===== config.mk =====
export PLATFORM = sky130hd
export DESIGN_NAME = glb_bank_req_arbiter
export DESIGN_NICKNAME = d
export VERILOG_FILES = /design/src/rtl/glb_bank_req_arbiter_pkg.sv /design/src/rtl/glb_bank_req_arbiter_shift_pipe.sv /design/src/rtl/glb_bank_req_arbiter.sv
export SDC_FILE = /design/constraint.sdc
export NUM_CORES = 1
export LEC_CHECK = 0
export CAP_MARGIN = 20
export CORE_AREA = 4 4 151 153
export DETAILED_ROUTE_END_ITERATION = 8
export DIE_AREA = 0 0 155 157
export PLACE_DENSITY = 0.45
export SETUP_SLACK_MARGIN = 0.5
export SYNTH_ARGS = -nofsm -noshare
export SYNTH_HDL_FRONTEND = slang
export SYNTH_SLANG_ARGS = --single-unit

===== constraint.sdc =====
create_clock -name clk -period 2.44 [get_ports clk]
set_input_delay 0.366 -clock clk [delete_from_list [all_inputs] [get_ports clk]]
set_output_delay 0.366 -clock clk [all_outputs]
set_load 0.02 [all_outputs]

===== src/rtl/glb_bank_req_arbiter_pkg.sv =====
// +----------------------------------------------------------------------+
// | global_buffer_param : shared GLB bank geometry and helper functions   |
// | Revision: 1.0                                                         |
// +----------------------------------------------------------------------+
`default_nettype none

package global_buffer_param;

  localparam int BANK_DATA_WIDTH     = 64;
  localparam int BANK_ADDR_WIDTH     = 17;
  localparam int BANK_BYTE_OFFSET    = 3;
  localparam int BANK_STRB_WIDTH     = BANK_DATA_WIDTH / 8;
  localparam int GLB_BANK_RD_LATENCY = 3;

  function automatic logic [BANK_DATA_WIDTH-1:0] expand_strb(
    input logic [BANK_STRB_WIDTH-1:0] strb
  );
    logic [BANK_DATA_WIDTH-1:0] bits;
    bits = '0;
    for (int i = 0; i < BANK_STRB_WIDTH; i++) begin
      bits[8*i +: 8] = {8{strb[i]}};
    end
    return bits;
  endfunction

endpackage

`default_nettype wire


===== src/rtl/glb_bank_req_arbiter_shift_pipe.sv =====
// +----------------------------------------------------------------------+
// | glb_shift_pipe : sync-reset valid + payload delay line of DEPTH      |
// | Revision: 1.0                                                         |
// +----------------------------------------------------------------------+
`default_nettype none

module glb_shift_pipe #(
  parameter int WIDTH = 1,
  parameter int DEPTH = 1
) (
  input  logic             clk,
  input  logic             reset,
  input  logic             in_valid,
  input  logic [WIDTH-1:0] in_data,
  output logic             out_valid,
  output logic [WIDTH-1:0] out_data
);

  logic [DEPTH-1:0] r_valid;
  logic [WIDTH-1:0] r_data [DEPTH];

  always_ff @(posedge clk) begin
    if (reset) begin
      r_valid <= '0;
      for (int i = 0; i < DEPTH; i++) begin
        r_data[i] <= '0;
      end
    end else begin
      r_valid[0] <= in_valid;
      r_data[0]  <= in_data;
      for (int i = 1; i < DEPTH; i++) begin
        r_valid[i] <= r_valid[i-1];
        r_data[i]  <= r_data[i-1];
      end
    end
  end

  assign out_valid = r_valid[DEPTH-1];
  assign out_data  = r_data[DEPTH-1];

endmodule

`default_nettype wire


===== src/rtl/glb_bank_req_arbiter.sv =====
// +----------------------------------------------------------------------+
// | glb_bank_req_arbiter : write/read issue arbiter for one GLB bank with |
// | starvation bound and latency-aligned tagged read response            |
// | Revision: 1.0                                                         |
// +----------------------------------------------------------------------+
`default_nettype none

module glb_bank_req_arbiter
  import global_buffer_param::*;
#(
  parameter int TAG_WIDTH  = 4,
  parameter int STARVE_MAX = 4,
  parameter int RD_LATENCY = GLB_BANK_RD_LATENCY
) (
  input  logic                       clk,
  input  logic                       reset,
  input  logic                       wr_valid,
  output logic                       wr_ready,
  input  logic [BANK_ADDR_WIDTH-1:0] wr_addr,
  input  logic [BANK_DATA_WIDTH-1:0] wr_data,
  input  logic [BANK_STRB_WIDTH-1:0] wr_strb,
  input  logic                       rd_valid,
  output logic                       rd_ready,
  input  logic [BANK_ADDR_WIDTH-1:0] rd_addr,
  input  logic [TAG_WIDTH-1:0]       rd_tag,
  output logic                       rd_resp_valid,
  output logic [TAG_WIDTH-1:0]       rd_resp_tag,
  output logic [BANK_DATA_WIDTH-1:0] rd_resp_data,
  output logic                       mem_ren,
  output logic                       mem_wen,
  output logic [BANK_ADDR_WIDTH-1:0] mem_addr,
  output logic [BANK_DATA_WIDTH-1:0] mem_data_in,
  output logic [BANK_DATA_WIDTH-1:0] mem_bit_sel,
  input  logic [BANK_DATA_WIDTH-1:0] mem_data_out
);

  localparam int c_cnt_w = $clog2(STARVE_MAX + 1);

  logic [c_cnt_w-1:0] r_starve_cnt;
  logic               w_force_rd;
  logic               w_grant_wr;
  logic               w_grant_rd;

  // Grants are masked by reset so nothing reaches the SRAM while in reset.
  assign w_force_rd = (r_starve_cnt == c_cnt_w'(STARVE_MAX));
  assign w_grant_wr = wr_valid & ~w_force_rd & ~reset;
  assign w_grant_rd = rd_valid & ~w_grant_wr & ~reset;

  assign wr_ready = w_grant_wr;
  assign rd_ready = w_grant_rd;

  always_ff @(posedge clk) begin
    if (reset) begin
      r_starve_cnt <= '0;
    end else if (w_grant_rd || !rd_valid) begin
      r_starve_cnt <= '0;
    end else if (!w_force_rd) begin
      r_starve_cnt <= r_starve_cnt + c_cnt_w'(1);
    end
  end

  assign mem_wen     = w_grant_wr;
  assign mem_ren     = w_grant_rd;
  assign mem_addr    = w_grant_wr ? wr_addr : rd_addr;
  assign mem_data_in = w_grant_wr ? wr_data : '0;
  assign mem_bit_sel = w_grant_wr ? expand_strb(wr_strb) : '0;

  // Tag rides alongside the SRAM read latency; data is taken straight from the SRAM.
  glb_shift_pipe #(
    .WIDTH (TAG_WIDTH),
    .DEPTH (RD_LATENCY)
  ) u_resp_pipe (
    .clk       (clk),
    .reset     (reset),
    .in_valid  (w_grant_rd),
    .in_data   (rd_tag),
    .out_valid (rd_resp_valid),
    .out_data  (rd_resp_tag)
  );

  assign rd_resp_data = mem_data_out;

endmodule

`default_nettype wire

==> flow_summary.yaml, run 1 <==
outcome:
  outcome: "finished, final reports clean"
sta:
  finalSetupViolations: 0
  min_period_over_period_pct: 89.0
  slew_viol_final: 0
  finalClockSkew_ns: 0.00331
  fmax_mhz: 460
  final-hold-violation-count: 0
  whs_ns: 0.428
  rsz0062_at_grt: "true"
  worstMarginPinSlew_ns: 0.243
  finalCriticalPeriod_ns: 2.17
  slew_headroom_pct: 83.7
drt:
  routed.top_layer: "met4"
  wl_per_cell_um: 15.9
  wirelength_um: 11800
  drc: 0
  first_pass_iters: 4
  drt-met1-wl_um: 3810
  drtAntennaViolNets: 0
  vias_per_cell: 3.48
  vias: 2594
  wl_met3_um: 1330
  wl_met2_um: 6360
  first_iter_violations: 69
critical_path:
  critical_path_class: "reg -> out"
  crit_chain: "inv_2 > ha_4 > nand2_4 > and2_4 > buf_12 > buf_12 > buf_6 > mux2_4 > buf_6"
  required_ns: 2.07
  slowest_stage: "dfxtp_2"
  critPathCaptureType: "output pin"
  cp.arrival_ns: 1.81
  reg2reg_from: "r_starve_cnt[0]$_SDFFE_PP0N_"
  r2r_end: "r_starve_cnt[1]$_SDFFE_PP0N_"
  rrSetupSlack_ns: 1.04
  worstSetupStartpointType: "flip-flop"
  crit_path_max_incr_delay_ns: 0.32
  cp_max_fo: 5
  worstRegToRegCells: 8
global_route:
  overflow: 0
  grt_pass1_wl_um: 14500
  antenna_found_initial: 0
  grt_max_degree: 48
  grt.total_usage_pct: 7.52
  grt_pass1_vias: 2564
yosys:
  yosys.cell_types.count: 18
  synth-seq-area-share_pct: 15.7
  syn_inst: 280
  synth_area_per_cell_um2: 8.20
  yosysWarnings: 0
  synthesis.area_um2: 2290
  ys_ff_latch: 18
  synth_fp_nets: 460
layout:
  antennaDiodeCount: 0
  fin_nets: 646
  fin_util_pct: 24.6
  drive_gt1_share_pct: 61.3
  syn2layout_area_growth_pct: 131
floorplan:
  io_pins: 396
  dieArea_um2: 24300
  die_w_um: 155
  start_util_pct: 10.6
  row_count: 54
  coreArea_um2: 21600
  die_h_um: 157
placement:
  portBuffers: 267
  dp_hpwl_um: 7910
  place_congestion: 0.790
pwr:
  p_sw_share_pct: 29.2
  p_sw_mw: 0.425
  ir_worst_vdd_mv: 0.165
  leakage_nw: 2.54
  power_frac_seq_pct: 21.1
  clkPwrFrac_pct: 24.3
  p_int_mw: 1.03
  combPwrFrac_pct: 54.6
  p_per_area_nw_per_um2: 275
worst_hold_path:
  whs_endpoint: "u_resp_pipe.r_data[0][4]$_SDFF_PP0_"
  hold_depth: 1
  hold_start: "u_resp_pipe.r_data[0][0]$_SDFF_PP0_"
  min_path_type: "reg -> reg"
clock_tree:
  clk_pin_slew_ns: 0.05
  cts.sinks: 18
  numCtsBuffers: 3
  cts_root_buffer: "clkbuf_16"
  clk_path_buf_depth: 2
  cts_max_level: 1
  cts_tree: "yes"
  clk_latency_ns: 0.25
run:
  maxCapViolations: 0
## cell usage in the layout (no fill, tap or decap), drive strengths merged
cell | synthesis | layout
and3 | 74 | 74
clkdlybuf4s50 | 0 | 116
ha | 2 | 2
and4 | 1 | 1
buf | 131 | 182
mux2 | 17 | 17
xor2 | 1 | 1
nor2b | 9 | 9
dlymetal6s2s | 0 | 1
and2 | 1 | 1
and2b | 6 | 6
nand2 | 1 | 1
dfxtp | 18 | 18
inv | 2 | 2
nor3b | 2 | 2
clkbuf | 15 | 29
dlygate4sd2 | 0 | 2
clkdlybuf4s15 | 0 | 1
## stage by stage
step / worst slack, ns / TNS [ns] / area, um^2 / instances / total power [mW]
final: 0.268 / 0 / 5310 / 745 / 1.46
after global routing: 0.209 / 0 / 5310 / 745 / 1.52
after CTS: 0.146 / 0 / 4700 / 709 / 1.38
after detailed placement: -0.205 / -11.09 / 4410 / 692 / 1.01
after global placement: -0.195 / -10.31 / 4410 / 692 / 1.00
after floorplan: 0.519 / 0 / 2310 / 280 / 0.787
## registers in the layout (all words and copies together) (netlist names)
name / cells
u_resp_pipe.r_data: 12
r_starve_cnt: 3
u_resp_pipe.r_valid: 3
## repair_timing
item | CTS | global route
endpoints found under the setup margin | 149 | 137
setup buffers | 10 | 26
hold buffers | 0 | 0
gates cloned | 3 | 10
gates resized for setup | 468 | 364
pin swaps | 3 | 9
## power groups by stage
| stage | Clock [mW] | Combinational, mW | Sequential [mW] |
|---|---|---|---|
| floorplan | 0 | 0.473 | 0.313 |
| global placement | 0 | 0.691 | 0.313 |
| detailed placement | 0 | 0.694 | 0.313 |
| CTS | 0.367 | 0.710 | 0.307 |
| global route | 0.380 | 0.835 | 0.308 |
| finish | 0.354 | 0.796 | 0.307 |
## worst max-delay path by stage
stage	depth (start not counted)	end	from	slack (ns)
final	9	mem_addr[4]	r_starve_cnt[0]$_SDFFE_PP0N_	0.27
after global routing	9	mem_addr[4]	r_starve_cnt[0]$_SDFFE_PP0N_	0.21
after CTS	8	mem_addr[8]	r_starve_cnt[1]$_SDFFE_PP0N_	0.15
after detailed placement	6	mem_addr[8]	wr_valid	-0.21
after global placement	6	mem_addr[1]	wr_valid	-0.20
after floorplan	7	mem_bit_sel[10]	r_starve_cnt[0]$_SDFFE_PP0N_	0.52
## cell type report
type,count,area (um^2)
flip-flops and latches,18,363
fillers,2292,16200
clock buffers,4,88.8
multi-input cells,114,1160
well taps,280,350
repair buffers,327,3330
inverters,2,7.51
## synth_stat cells
cell | n | area share [%]
xor2_1 | 1 | 0.38
nor2b_1 | 9 | 2.5
nor3b_1 | 2 | 0.65
buf_2 | 1 | 0.22
and4_1 | 1 | 0.38
buf_6 | 3 | 1.5
and3_1 | 74 | 20
ha_1 | 2 | 1.1
and2b_1 | 6 | 2.0
inv_1 | 2 | 0.33
mux2_4 | 15 | 9.8
clkbuf_1 | 15 | 2.5
and2_4 | 1 | 0.38
buf_1 | 1 | 0.16
mux2_2 | 2 | 0.98
buf_4 | 126 | 41
dfxtp_1 | 18 | 16
nand2_1 | 1 | 0.16
## layer usage
metal	vias to the layer above	track usage [%]
met3	27	2.34
met4	0	2.48
met2	189	14.9
li1	1164	-
met1	1214	7.37
met5	-	0
## cells by family after synthesis
logic type	Yosys count	synth area share, %
buffers and inverters	148	45.9
AND/OR/NAND/NOR	94	26.2
multiplexers	17	10.8
adder cells (fa/ha/maj)	2	1.09
XOR/XNOR	1	0.382
flip-flops	18	15.7
## critical path: cells and delay by family (launching register included)
family	cells	cell delay (ns)
buf+inv	5	0.57
simple gates	2	0.23
mux	1	0.29
fa+ha+maj	1	0.14
flops	1	0.32
(Power assumes the default switching activity.)
==> inputs of run 2 (changes only) <==
Settings changed: GPL_ROUTABILITY_DRIVEN set to 0.
==> results of run 2 <==
No change in the layout: final DEF, timing and power equal those of run 1.
==> inputs of run 3 (changes only) <==
--- a/config.mk
+++ b/config.mk
@@ -8,3 +8,4 @@
 export CAP_MARGIN = 20
-export CORE_AREA = 4 4 151 153
+export CORE_AREA = 2 2 153 155
+export CTS_BUF_LIST = sky130_fd_sc_hd__clkbuf_4
 export DETAILED_ROUTE_END_ITERATION = 8
@@ -12,3 +13,3 @@
 export GPL_ROUTABILITY_DRIVEN = 0
-export PLACE_DENSITY = 0.45
+export PLACE_DENSITY = 0.43
 export SETUP_SLACK_MARGIN = 0.5
==> constraint.sdc (replaced) <==
create_clock -name clk -period 2.44 [get_ports clk]
set_input_delay 0.488 -clock clk [delete_from_list [all_inputs] [get_ports clk]]
set_output_delay 0.488 -clock clk [all_outputs]
set_load 0.02 [all_outputs]
==> run 3 against run 2 <==
Against the previous run:
- power fell by 18%
- fmax down 4.3%
- critical endpoint is now mem_addr[14]
- final area shrank 10%
- via count shrank 5.3%
- die area is the same
- critical path type unchanged
- largest cell class unchanged
- count of clock-buffer cells in the layout is 1 lower
==> flow_summary.yaml, run 3 (synthesis gave the netlist of run 1 again) <==
global_route:
  antenna_found_initial: 0
  grt_use_met1_pct: 7.88
  grt_pass1_wl_um: 14800
  overflow: 0
  grt_max_degree: 32
  grt_util_met2_pct: 14.5
  use_met3_pct: 2.53
  grt_pass1_vias: 2416
  grt-busiest-layer: "met2"
  grt.total_usage_pct: 7.78
placement:
  portBuffers: 267
  dp_hpwl_um: 8760
  placed_cell_area_um2: 4480
floorplan:
  die_h_um: 157
  die_w_um: 155
  start_util_pct: 10.2
  io_pins: 396
  coreArea_um2: 22500
  dieArea_um2: 24300
  row_count: 55
critical_path:
  reg2reg_from: "r_starve_cnt[1]$_SDFFE_PP0N_"
  required_ns: 1.95
  critPathCaptureType: "output pin"
  worstSetupStartpoint: "r_starve_cnt[0]$_SDFFE_PP0N_"
  cp_max_fo: 5
  cp.arrival_ns: 1.78
  worstSetupStartpointType: "flip-flop"
  critical_path_class: "reg -> out"
sta:
  rsz0062_at_grt: "true"
  fmax_mhz: 440
  whs_ns: 0.434
  min_period_over_period_pct: 93.1
  slew_viol_final: 0
  finalClockSkew_ns: 0.00998
  finalSetupViolations: 0
  final-hold-violation-count: 0
  finalCriticalPeriod_ns: 2.27
  slew_headroom_pct: 84.3
  worstMarginPinSlew_ns: 0.235
run:
  maxCapViolations: 0
drt:
  drtAntennaViolNets: 0
  first_pass_iters: 4
  wirelength_um: 11300
  wl_per_cell_um: 15.4
  drc: 0
  vias: 2457
  vias_per_cell: 3.33
  first_iter_violations: 65
layout:
  finalInstanceArea_um2: 4780
  antennaDiodeCount: 0
  syn2layout_area_growth_pct: 108
  layout_commonest_cell: "clkdlybuf4s50_1"
  top_register: "u_resp_pipe.r_data"
  drive_gt1_share_pct: 53.1
  n_fill_cell: 2434
  top_regs: "u_resp_pipe.r_data: 12 flops, r_starve_cnt: 3 flops, u_resp_pipe.r_valid: 3 flops"
  final_cell_mix: "116 x clkdlybuf4s50_1, 74 x buf_4, 63 x buf_6"
  largest_register_ff_count: 12
  fin_nets: 633
outcome:
  outcome: "finished, final reports clean"
pwr:
  p_per_area_nw_per_um2: 251
  leakage_nw: 2.36
  ir_worst_vdd_mv: 0.102
clock_tree:
  cts_tree: "yes"
  numCtsBuffers: 3
  clk_pin_slew_ns: 0.12
  cts_max_level: 1
  clk_path_buf_depth: 2
  cts.sinks: 18
  cts_root_buffer: "clkbuf_4"
  clk_latency_ns: 0.30
worst_hold_path:
  hold_start: "u_resp_pipe.r_data[0][2]$_SDFF_PP0_"
  min_path_type: "reg -> reg"
## run 3: cell count changes in the layout (fill, tap and decap cells not counted), sizes merged
cell,change
buf,-32
clkbuf,+10
clkdlybuf4s15,+10
clkinv,+1
dlygate4sd2,-1
dlymetal6s2s,-1
## run 3: final timing paths
path,endpoint,slack [ns],cells after the start
max reg2reg,r_starve_cnt[0]$_SDFFE_PP0N_,1.24,6
max,mem_addr[14],0.17,8
min,u_resp_pipe.r_data[0][6]$_SDFF_PP0_,0.43,1
min reg2reg,u_resp_pipe.r_data[0][6]$_SDFF_PP0_,0.43,1
## run 3: routing by layer
metal	part of all wire [%]	vias to the layer above
met5	0	-
li1	-	1132
met3	10	32
met2	53	178
met4	3.3	0
met1	34	1115
## run 3: what timing repair did
action / 4_1_cts / 5_1_grt
hold buffers: 0 / 0
resized for setup: 482 / 231
gates cloned: 1 / 2
setup endpoints to repair: 149 / 149
setup buffers: 14 / 17
hold endpoints to repair: 0 / 0
pin swaps: 9 / 5
## run 3: report_power, final
part | switching [mW] | total (mW) | internal, mW
clock network | 0.0973 | 0.157 | 0.0594
logic | 0.299 | 0.736 | 0.437
registers | 0.00222 | 0.307 | 0.304
total | 0.399 | 1.20 | 0.801
## run 3: layout make-up
cell class | instances | area [um^2] | share of cell area [%]
clock inverters | 1 | 3.75 | 0.0786
repair buffers | 314 | 3020 | 63.2
flip-flops and latches | 18 | 363 | 7.60
multi-input cells | 114 | 1000 | 21.0
well taps | 285 | 357 | 7.46
clock buffers | 3 | 22.5 | 0.471
inverters | 2 | 7.51 | 0.157
## run 3: per-stage QoR
| step | power [mW] | utilization [%] | std cells | setup WS [ns] | TNS, ns |
|---|---|---|---|---|---|
| 3_5_place_dp | 1.01 | 19.9 | 699 | -0.428 | -49.07 |
| 4_1_cts | 1.16 | 20.4 | 718 | 0.158 | 0 |
| 5_1_grt | 1.26 | 21.2 | 737 | 0.106 | 0 |
| 3_3_place_gp | 1.01 | 19.9 | 699 | -0.431 | -47.96 |
| 2_1_floorplan | 0.795 | - | 280 | 0.478 | 0 |
| 6_report | 1.20 | 21.2 | 737 | 0.169 | 0 |
## run 3: worst max-delay path, cell delays in order, from the launching register on
cell     delay, ns
dfxtp_2       0.36
inv_2         0.05
ha_4          0.15
nand2_4       0.06
and2_4        0.20
buf_12        0.12
buf_16        0.11
mux2_4        0.30
buf_6         0.13
